## config.mk

```make
export PLATFORM = sky130hd
export DESIGN_NAME = regfile_wb_arbiter
export DESIGN_NICKNAME = d
export VERILOG_FILES = /design/src/rtl/regfile_wb_arbiter.sv
export SDC_FILE = /design/constraint.sdc
export NUM_CORES = 1
export LEC_CHECK = 0
export ABC_AREA = 1
export BUFFER_PORTS_ARGS = -buffer_cell sky130_fd_sc_hd__clkbuf_2
export CAP_MARGIN = 20
export CORE_UTILIZATION = 47
export DETAILED_ROUTE_END_ITERATION = 12
export PLACE_DENSITY_LB_ADDON = 0.25
export SLEW_MARGIN = 10
export SYNTH_ARGS = -nofsm -noshare
export SYNTH_HDL_FRONTEND = slang
export SYNTH_SLANG_ARGS = --single-unit
```

## constraint.sdc

```tcl
create_clock -name clk -period 2.3 [get_ports clk]
set_input_delay 0.46 -clock clk [delete_from_list [all_inputs] [get_ports clk]]
set_output_delay 0.46 -clock clk [all_outputs]
set_load 0.005 [all_outputs]
```

## src/rtl/regfile_wb_arbiter.sv

```systemverilog
// regfile_wb_arbiter
// Shares the single register-file write port (wr/ad/rd) between NREQ
// write-back sources (ALU result, memory load, I/O input).
//
// Handshake: requester i drives req[i] together with its slices of req_ad and
// req_data and keeps all three stable until it observes gnt[i]=1 after a
// posedge. It may then drop req[i] or present a new request for the next edge.
// The current grantee is excluded from arbitration on the edge where gnt[i] is
// still high, so a single requester that keeps re-requesting is served every
// other cycle.
//
// All write-port outputs are registered on posedge clk. The register file
// samples them on the following negedge, so they are stable by then.
//
// Build option: define REGARB_FIXED_PRIO_EN to select fixed priority, where the
// lowest eligible index wins. There is no rotating pointer in that build. The
// default build uses round-robin arbitration.
module regfile_wb_arbiter #(
  parameter int NREQ = 3,
  parameter int DW   = 8,
  parameter int AW   = 2
) (
  input  logic                 clk,
  input  logic                 rst_n,
  input  logic [NREQ-1:0]      req,
  input  logic [NREQ*AW-1:0]   req_ad,
  input  logic [NREQ*DW-1:0]   req_data,
  input  logic                 addr_lock,
  output logic [NREQ-1:0]      gnt,
  output logic                 wr,
  output logic [AW-1:0]        ad,
  output logic [DW-1:0]        rd,
  output logic [(1<<AW)-1:0]   pend
);

  localparam int PW   = (NREQ > 1) ? $clog2(NREQ) : 1;
  localparam int NREG = 1 << AW;

  logic [NREQ-1:0] elig;
  logic            any_elig;
  logic            take;
  logic [PW-1:0]   win_idx;
  logic [NREQ-1:0] win_onehot;
  logic [AW-1:0]   win_ad;
  logic [DW-1:0]   win_data;

  // The current grantee is masked, so a source is never granted on two
  // consecutive edges for a request it has already been served.
  assign elig     = req & ~gnt;
  assign any_elig = |elig;

  // addr_lock blocks new grants only. Pending requests remain visible on pend.
  assign take = ~addr_lock & any_elig;

`ifdef REGARB_FIXED_PRIO_EN

  // Fixed priority: scan from the highest index down, so the lowest
  // eligible index is the last one written and therefore wins.
  always_comb begin
    win_idx = '0;
    for (int i = NREQ - 1; i >= 0; i--) begin
      if (elig[i]) win_idx = PW'(i);
    end
  end

`else

  logic [PW-1:0] rr_ptr;
  logic          rr_found;

  // Round-robin: search rr_ptr+1, rr_ptr+2, ... (mod NREQ) and take the
  // first eligible index found.
  always_comb begin
    win_idx  = rr_ptr;
    rr_found = 1'b0;
    for (int k = 1; k <= NREQ; k++) begin
      if (!rr_found && elig[(int'(rr_ptr) + k) % NREQ]) begin
        rr_found = 1'b1;
        win_idx  = PW'((int'(rr_ptr) + k) % NREQ);
      end
    end
  end

  // The pointer moves to the winner only when a grant is actually issued.
  // Its reset value of NREQ-1 gives req0 top priority on the first grant.
  always_ff @(posedge clk or negedge rst_n) begin
    if (!rst_n) begin
      rr_ptr <= PW'(NREQ - 1);
    end else if (take) begin
      rr_ptr <= win_idx;
    end
  end

`endif

  // Select the winner's destination register and data. The result is used
  // only when take=1, and take=1 implies win_idx is in range.
  always_comb begin
    win_onehot = '0;
    win_ad     = '0;
    win_data   = '0;
    for (int i = 0; i < NREQ; i++) begin
      if (win_idx == PW'(i)) begin
        win_onehot[i] = 1'b1;
        win_ad        = req_ad[i*AW +: AW];
        win_data      = req_data[i*DW +: DW];
      end
    end
  end

  // Registered write port. gnt and wr pulse for one cycle per grant.
  // ad and rd hold their last written values between grants.
  always_ff @(posedge clk or negedge rst_n) begin
    if (!rst_n) begin
      gnt <= '0;
      wr  <= 1'b0;
      ad  <= '0;
      rd  <= '0;
    end else if (take) begin
      gnt <= win_onehot;
      wr  <= 1'b1;
      ad  <= win_ad;
      rd  <= win_data;
    end else begin
      gnt <= '0;
      wr  <= 1'b0;
    end
  end

  // Pending-write mask for decode-stage stalls. A register is flagged while
  // any active, not-yet-granted request targets it. The mask ignores addr_lock.
  always_comb begin
    pend = '0;
    for (int i = 0; i < NREQ; i++) begin
      for (int r = 0; r < NREG; r++) begin
        if (req[i] && !gnt[i] && (req_ad[i*AW +: AW] == AW'(r))) begin
          pend[r] = 1'b1;
        end
      end
    end
  end

endmodule
```

Word level (Yosys, flattened, before mapping)
Index checks and enable logic that the tools add are counted.
{"block": "classes", "addsub": 3, "bitwise": 4, "n_eq_ne": 11, "n_lt_le_gt_ge": 3, "div_mod_pow": 3, "muxes": 37, "reduce_logical": 27}
{"operator": "$lt 32x4->1 const B", "count": 3}
{"operator": "$mod 32x3->32 const B", "count": 3}
{"operator": "$mux 1", "count": 24}
{"operator": "$mux 8", "count": 3}
{"operator": "$logic_and 1x1->1", "count": 17}
{"operator": "$eq 2x2->1 const B", "count": 7}
{"operator": "$mux 2", "count": 6}
{"operator": "$eq 2x1->1 const B", "count": 4}
{"operator": "$logic_not 2->1", "count": 4}
{"operator": "$add 2x2->3 const B", "count": 2}
{"operator": "$bmux 1 s2", "count": 3}
{"operator": "$logic_not 1->1", "count": 5}
{"operator": "$add 2x1->3 const B", "count": 1}
{"operator": "$and 3x3->3", "count": 1}
{"operator": "$mux 3", "count": 1}
{"operator": "$not 3->3", "count": 1}
{"operator": "$reduce_or 3->1", "count": 1}
{"operator": "$and 1x1->1", "count": 1}
{"operator": "$not 1->1", "count": 1}
{"block": "totals", "ff_bits": 16, "in_bits": 36, "word_cells": 93, "output_inout_bits": 18}

Longest topological paths before layout
{"block": "logic_depth", "word_depth": 16, "depth_mapped": 15, "depth_no_buf": 14}

Worst setup path before layout
No wires, ideal clock.
{"block": "synth_path", "path_type": "reg-to-reg", "from": "register rr_ptr[1]", "to": "register ad[0]", "setup_time_ns": 0.117, "path_slack_ns": 0.304, "arrival_ns": 1.879, "stages_incl_launch_ff": 13, "required_time_ns": 2.183, "synth_period_minus_slack_ns": 1.996, "path_cell_list": "dfstp_2 > ha_1 > o21ai_1 > nand2_4 > nand3_4 > nand2_2 > nor2_1 > nor2_2 > buf_4 > nand3_1 > nand2_1 > nor2_1 > nor2_1"}
{"block": "synth_via", "elab_chain_len": 16}
{"element": "from (decl)", "line": "68", "source": "logic [PW-1:0] rr_ptr;"}
{"element": "from (signal assigned)", "line": "88", "source": "rr_ptr <= PW'(NREQ - 1);"}
{"element": "from (signal assigned)", "line": "90", "source": "rr_ptr <= win_idx;"}
{"element": "$add 2x1->3", "line": "77, 79"}
{"element": "$mod 32x3->32", "line": "77, 79"}
{"element": "$bmux 1 s2", "line": "77", "source": "if (!rr_found && elig[(int'(rr_ptr) + k) % NREQ]) begin"}
{"element": "$mux 1 (implied by the code) (2 in series)", "line": "77"}
{"element": "$mux 1", "line": "77"}
{"element": "$logic_not 1->1", "line": "77"}
{"element": "$logic_and 1x1->1", "line": "77"}
{"element": "$mux 1", "line": "77"}
{"element": "$logic_not 1->1", "line": "77"}
{"element": "$logic_and 1x1->1", "line": "77"}
{"element": "$mux 2 (*)", "line": "77"}
{"element": "$logic_not 2->1", "line": "103", "source": "if (win_idx == PW'(i)) begin"}
{"element": "$mux 2 (2 in series)", "line": "103"}
{"element": "$mux 2 (*)", "line": "103"}
{"element": "to (signal assigned)", "line": "122", "source": "ad <= win_ad;"}
{"element": "to (decl)", "line": "31", "source": "output logic [AW-1:0] ad,"}
Every way passes the cells marked *; elsewhere a longest branch is shown, timed or not. The select of a mux whose other input is x is not followed.
A chain may end at the register's enable or synchronous reset.

Worst setup path in the final report
{"block": "layout_path", "from": "register rr_ptr[1]", "to": "register rd[1]"}
{"block": "layout_via", "elab_chain_len": 16}
{"element": "$add 2x1->3", "line": "77, 79"}
{"element": "$mod 32x3->32", "line": "77, 79"}
{"element": "$bmux 1 s2", "line": "77"}
{"element": "$mux 1 (implied by the code) (2 in series)", "line": "77"}
{"element": "$mux 1", "line": "77"}
{"element": "$logic_not 1->1", "line": "77"}
{"element": "$logic_and 1x1->1", "line": "77"}
{"element": "$mux 1", "line": "77"}
{"element": "$logic_not 1->1", "line": "77"}
{"element": "$logic_and 1x1->1", "line": "77"}
{"element": "$mux 2 (*)", "line": "77"}
{"element": "$logic_not 2->1", "line": "103"}
{"element": "$mux 8 (2 in series)", "line": "103"}
{"element": "$mux 8 (*)", "line": "103"}
{"element": "to (signal assigned)", "line": "123", "source": "rd <= win_data;"}
{"element": "to (decl)", "line": "32", "source": "output logic [DW-1:0] rd,"}
Marked as above.

==> metrics.txt <==
Avg Cell Area, Syn 6.63 um2; Cells after DPL 270; CP Data Arrival Time 2.42 ns; CTS Sinks 16; Slew Limit Fails 0; post-layout util 67.1%; latest clock arrival within the worst-skew pair 0.29 ns; IR drop worst, VDD 1070 uV; clock transition at the registers of the reported paths 0.10 ns; hpwl dp 2.32 mm; min Tclk post-route 2.19 ns; drt first pass iters 4; Critical Path End Type register; CTS HTree Levels 1; share of the synthesized area in the top cell type 29.5%; cells after synthesis 192; Final ANT Viol Nets 0; WL per Instance 11.4 um; final number of hold-violating endpoints 0; Die Height 54.1 um; final instance area 0.00169 mm2; Placed Area 0.00154 mm2; Slew HR 72.6%; residual DRC count 0; vias per cell 5.25; CP Launch Type register; Post-Syn Area 0.00127 mm2; r2r setup slk 0.11 ns; reg-to-reg endpoint rd[1]$_DFFE_PN0P_; GP Congestion 0.893; Antenna Cells 0; PwrDens 1710 mW/mm2; Max Cap Violations 0; 1st-iter DRT viols 44; GRT Overall Usage 21.2%; Syn Nets 230; Die W 54.1 um; register area share after synthesis 31.5%; Worst Tran Pin Value 0.410 ns; total grt overflow 0; CTS tree yes; initial antenna violation count 0; Worst Path Required 2.53 ns; starting density of the core 50.5%; share of cells above drive strength 1 37.8%; leading area contributor after synthesis dfrtp_1; Tcrit/Tclk final 95.2%; Max Buffers Root-to-Sink 2; filler-free cell count of the finished design 279; most used cell, CP nand3_1; Final #Nets 288; Final setup viols 0; clk_skew 0.00140 ns; Layout area overhead 32.8%; routed wire length 3.18 mm; Port Buffers 53; HP Class in -> async; Synth warnings 0; max frequency 456 MHz; Seq cells post-synth 16; pin count of the biggest net entering global routing 21; unrepaired setup endpoints after global routing true; leak pwr 0.934 nW; die footprint 0.00292 mm2; largest cells by area after synthesis dfrtp_1 (29%), nand3_1 (18%), nand2_1 (13%); number of global-route vias before repair 1138; FF-to-FF path depth 13; clock buffer count from CTS 3; distinct cell type count after synthesis 22; routed vias 1466; CTS root buffer clkbuf_4; critical path's slowest cell dfstp_2; row cnt 18; worst path cell trace ha_2 > inv_2 > nand3_1 > nand2_2 > nand3_1 > nand2_2 > nor2_4 > nor2_4 > buf_4 > nand3_1 > nand2_1 > nor2_1 > nor2_1; CP Class reg -> reg; first-pass GRT wire length 4.49 mm; outcome complete, no violations; num ports 54; Reg-to-Reg Start rr_ptr[1]$_DFFE_PN1P_; Largest stage delay, worst path 0.56 ns; CP max FO 7; core area 0.00252 mm2; hold slack 0.0798 ns
[cells in the mapped netlist]
master	count
nand3_1	47
nand2_1	43
nor2_1	25
inv_1	17
dfrtp_1	15
inv_2	9
o21ai_1	5
nand2_2	4
o311ai_0	4
buf_6	3
nand3_2	3
nor2_2	3
buf_4	2
clkbuf_1	2
ha_1	2
o21ai_0	2
a21oi_4	1
dfstp_2	1
nand2_4	1
nand3_4	1
nor3_1	1
o21ai_2	1
[cell usage in the layout (no fill, tap or decap), drive strengths merged]
| master | instances |
|---|---|
| a21oi | 1 |
| buf | 6 |
| clkbuf | 57 |
| dfrtp | 15 |
| dfstp | 1 |
| ha | 2 |
| inv | 26 |
| nand2 | 48 |
| nand3 | 51 |
| nor2 | 28 |
| nor3 | 1 |
| o21ai | 9 |
| o311ai | 4 |
[what timing repair did]
| item | CTS | global route |
|---|---|---|
| pin swaps | 0 | 2 |
| hold buffers | 0 | 0 |
| cloned | 0 | 1 |
| hold endpoints to repair | 0 | 0 |
| setup endpoints to repair | 10 | 10 |
| resized for setup | 2 | 13 |
| setup buffers | 0 | 4 |
[final cells by class]
class	instances	area [um2]
Clock buffer	4	36.3
Sequential cell	16	402
Multi-Input combinational cell	144	783
Tap cell	30	37.5
Inverter	26	97.6
Fill cell	225	831
Timing Repair Buffer	59	335
[routing by layer]
metal	GRT usage (%)	share of wire, %	vias up
li1	-	-	737
met1	25.4	43	662
met5	0	0	-
met3	2.82	7.4	4
met4	9.83	1.2	0
met2	37.2	48	63
[power by group]
| part | total (mW) | internal, mW | switching, mW |
|---|---|---|---|
| clock | 0.191 | 0.0964 | 0.0949 |
| sequential | 0.481 | 0.412 | 0.0688 |
| combinational | 2.23 | 0.918 | 1.31 |
[stage by stage]
step / setup TNS, ns / setup slack, ns / power (mW)
global route: -0.117 / -0.0290 / 3.17
detailed placement: -0.296 / -0.0609 / 2.16
finish: 0 / 0.109 / 2.90
CTS: 0 / 0.0317 / 2.40
global placement: 0 / 0.00459 / 2.15
floorplan: 0 / 0.304 / 1.96
[cell families (layout without fill, tap and decap cells)]
logic type	Yosys count	after routing	share of synthesized area (%)
AO/OA/AOI/OAI	13	14	7.47
adder cells (fa/ha/maj)	2	2	1.96
buffers and inverters	33	89	12.1
flip-flops	16	16	31.5
AND/OR/NAND/NOR	128	128	47.0
[worst max-delay path by stage]
stage | from | to | slack (ns) | cells after the start
final | rr_ptr[1]$_DFFE_PN1P_ | rd[1]$_DFFE_PN0P_ | 0.11 | 13
after global routing | rr_ptr[1]$_DFFE_PN1P_ | rd[4]$_DFFE_PN0P_ | -0.03 | 13
after CTS | rr_ptr[1]$_DFFE_PN1P_ | rd[1]$_DFFE_PN0P_ | 0.03 | 14
after detailed placement | rr_ptr[1]$_DFFE_PN1P_ | rd[1]$_DFFE_PN0P_ | -0.06 | 10
after global placement | rr_ptr[1]$_DFFE_PN1P_ | ad[1]$_DFFE_PN0P_ | 0.005 | 10
after floorplan | rr_ptr[1]$_DFFE_PN1P_ | ad[0]$_DFFE_PN0P_ | 0.30 | 12
[state kept, by name, indices dropped and copies added (netlist names)]
register,cells
rd,8
gnt,3
ad,2
rr_ptr,2
wr,1
[critical path, delay by kind of cell, from the launching register on]
family        cells  cell delay, ns
simple gates     10            0.96
flops             1            0.56
fa+ha+maj         1            0.32
buf+inv           2            0.28
Note: power is estimated with default switching activity, not from simulation.
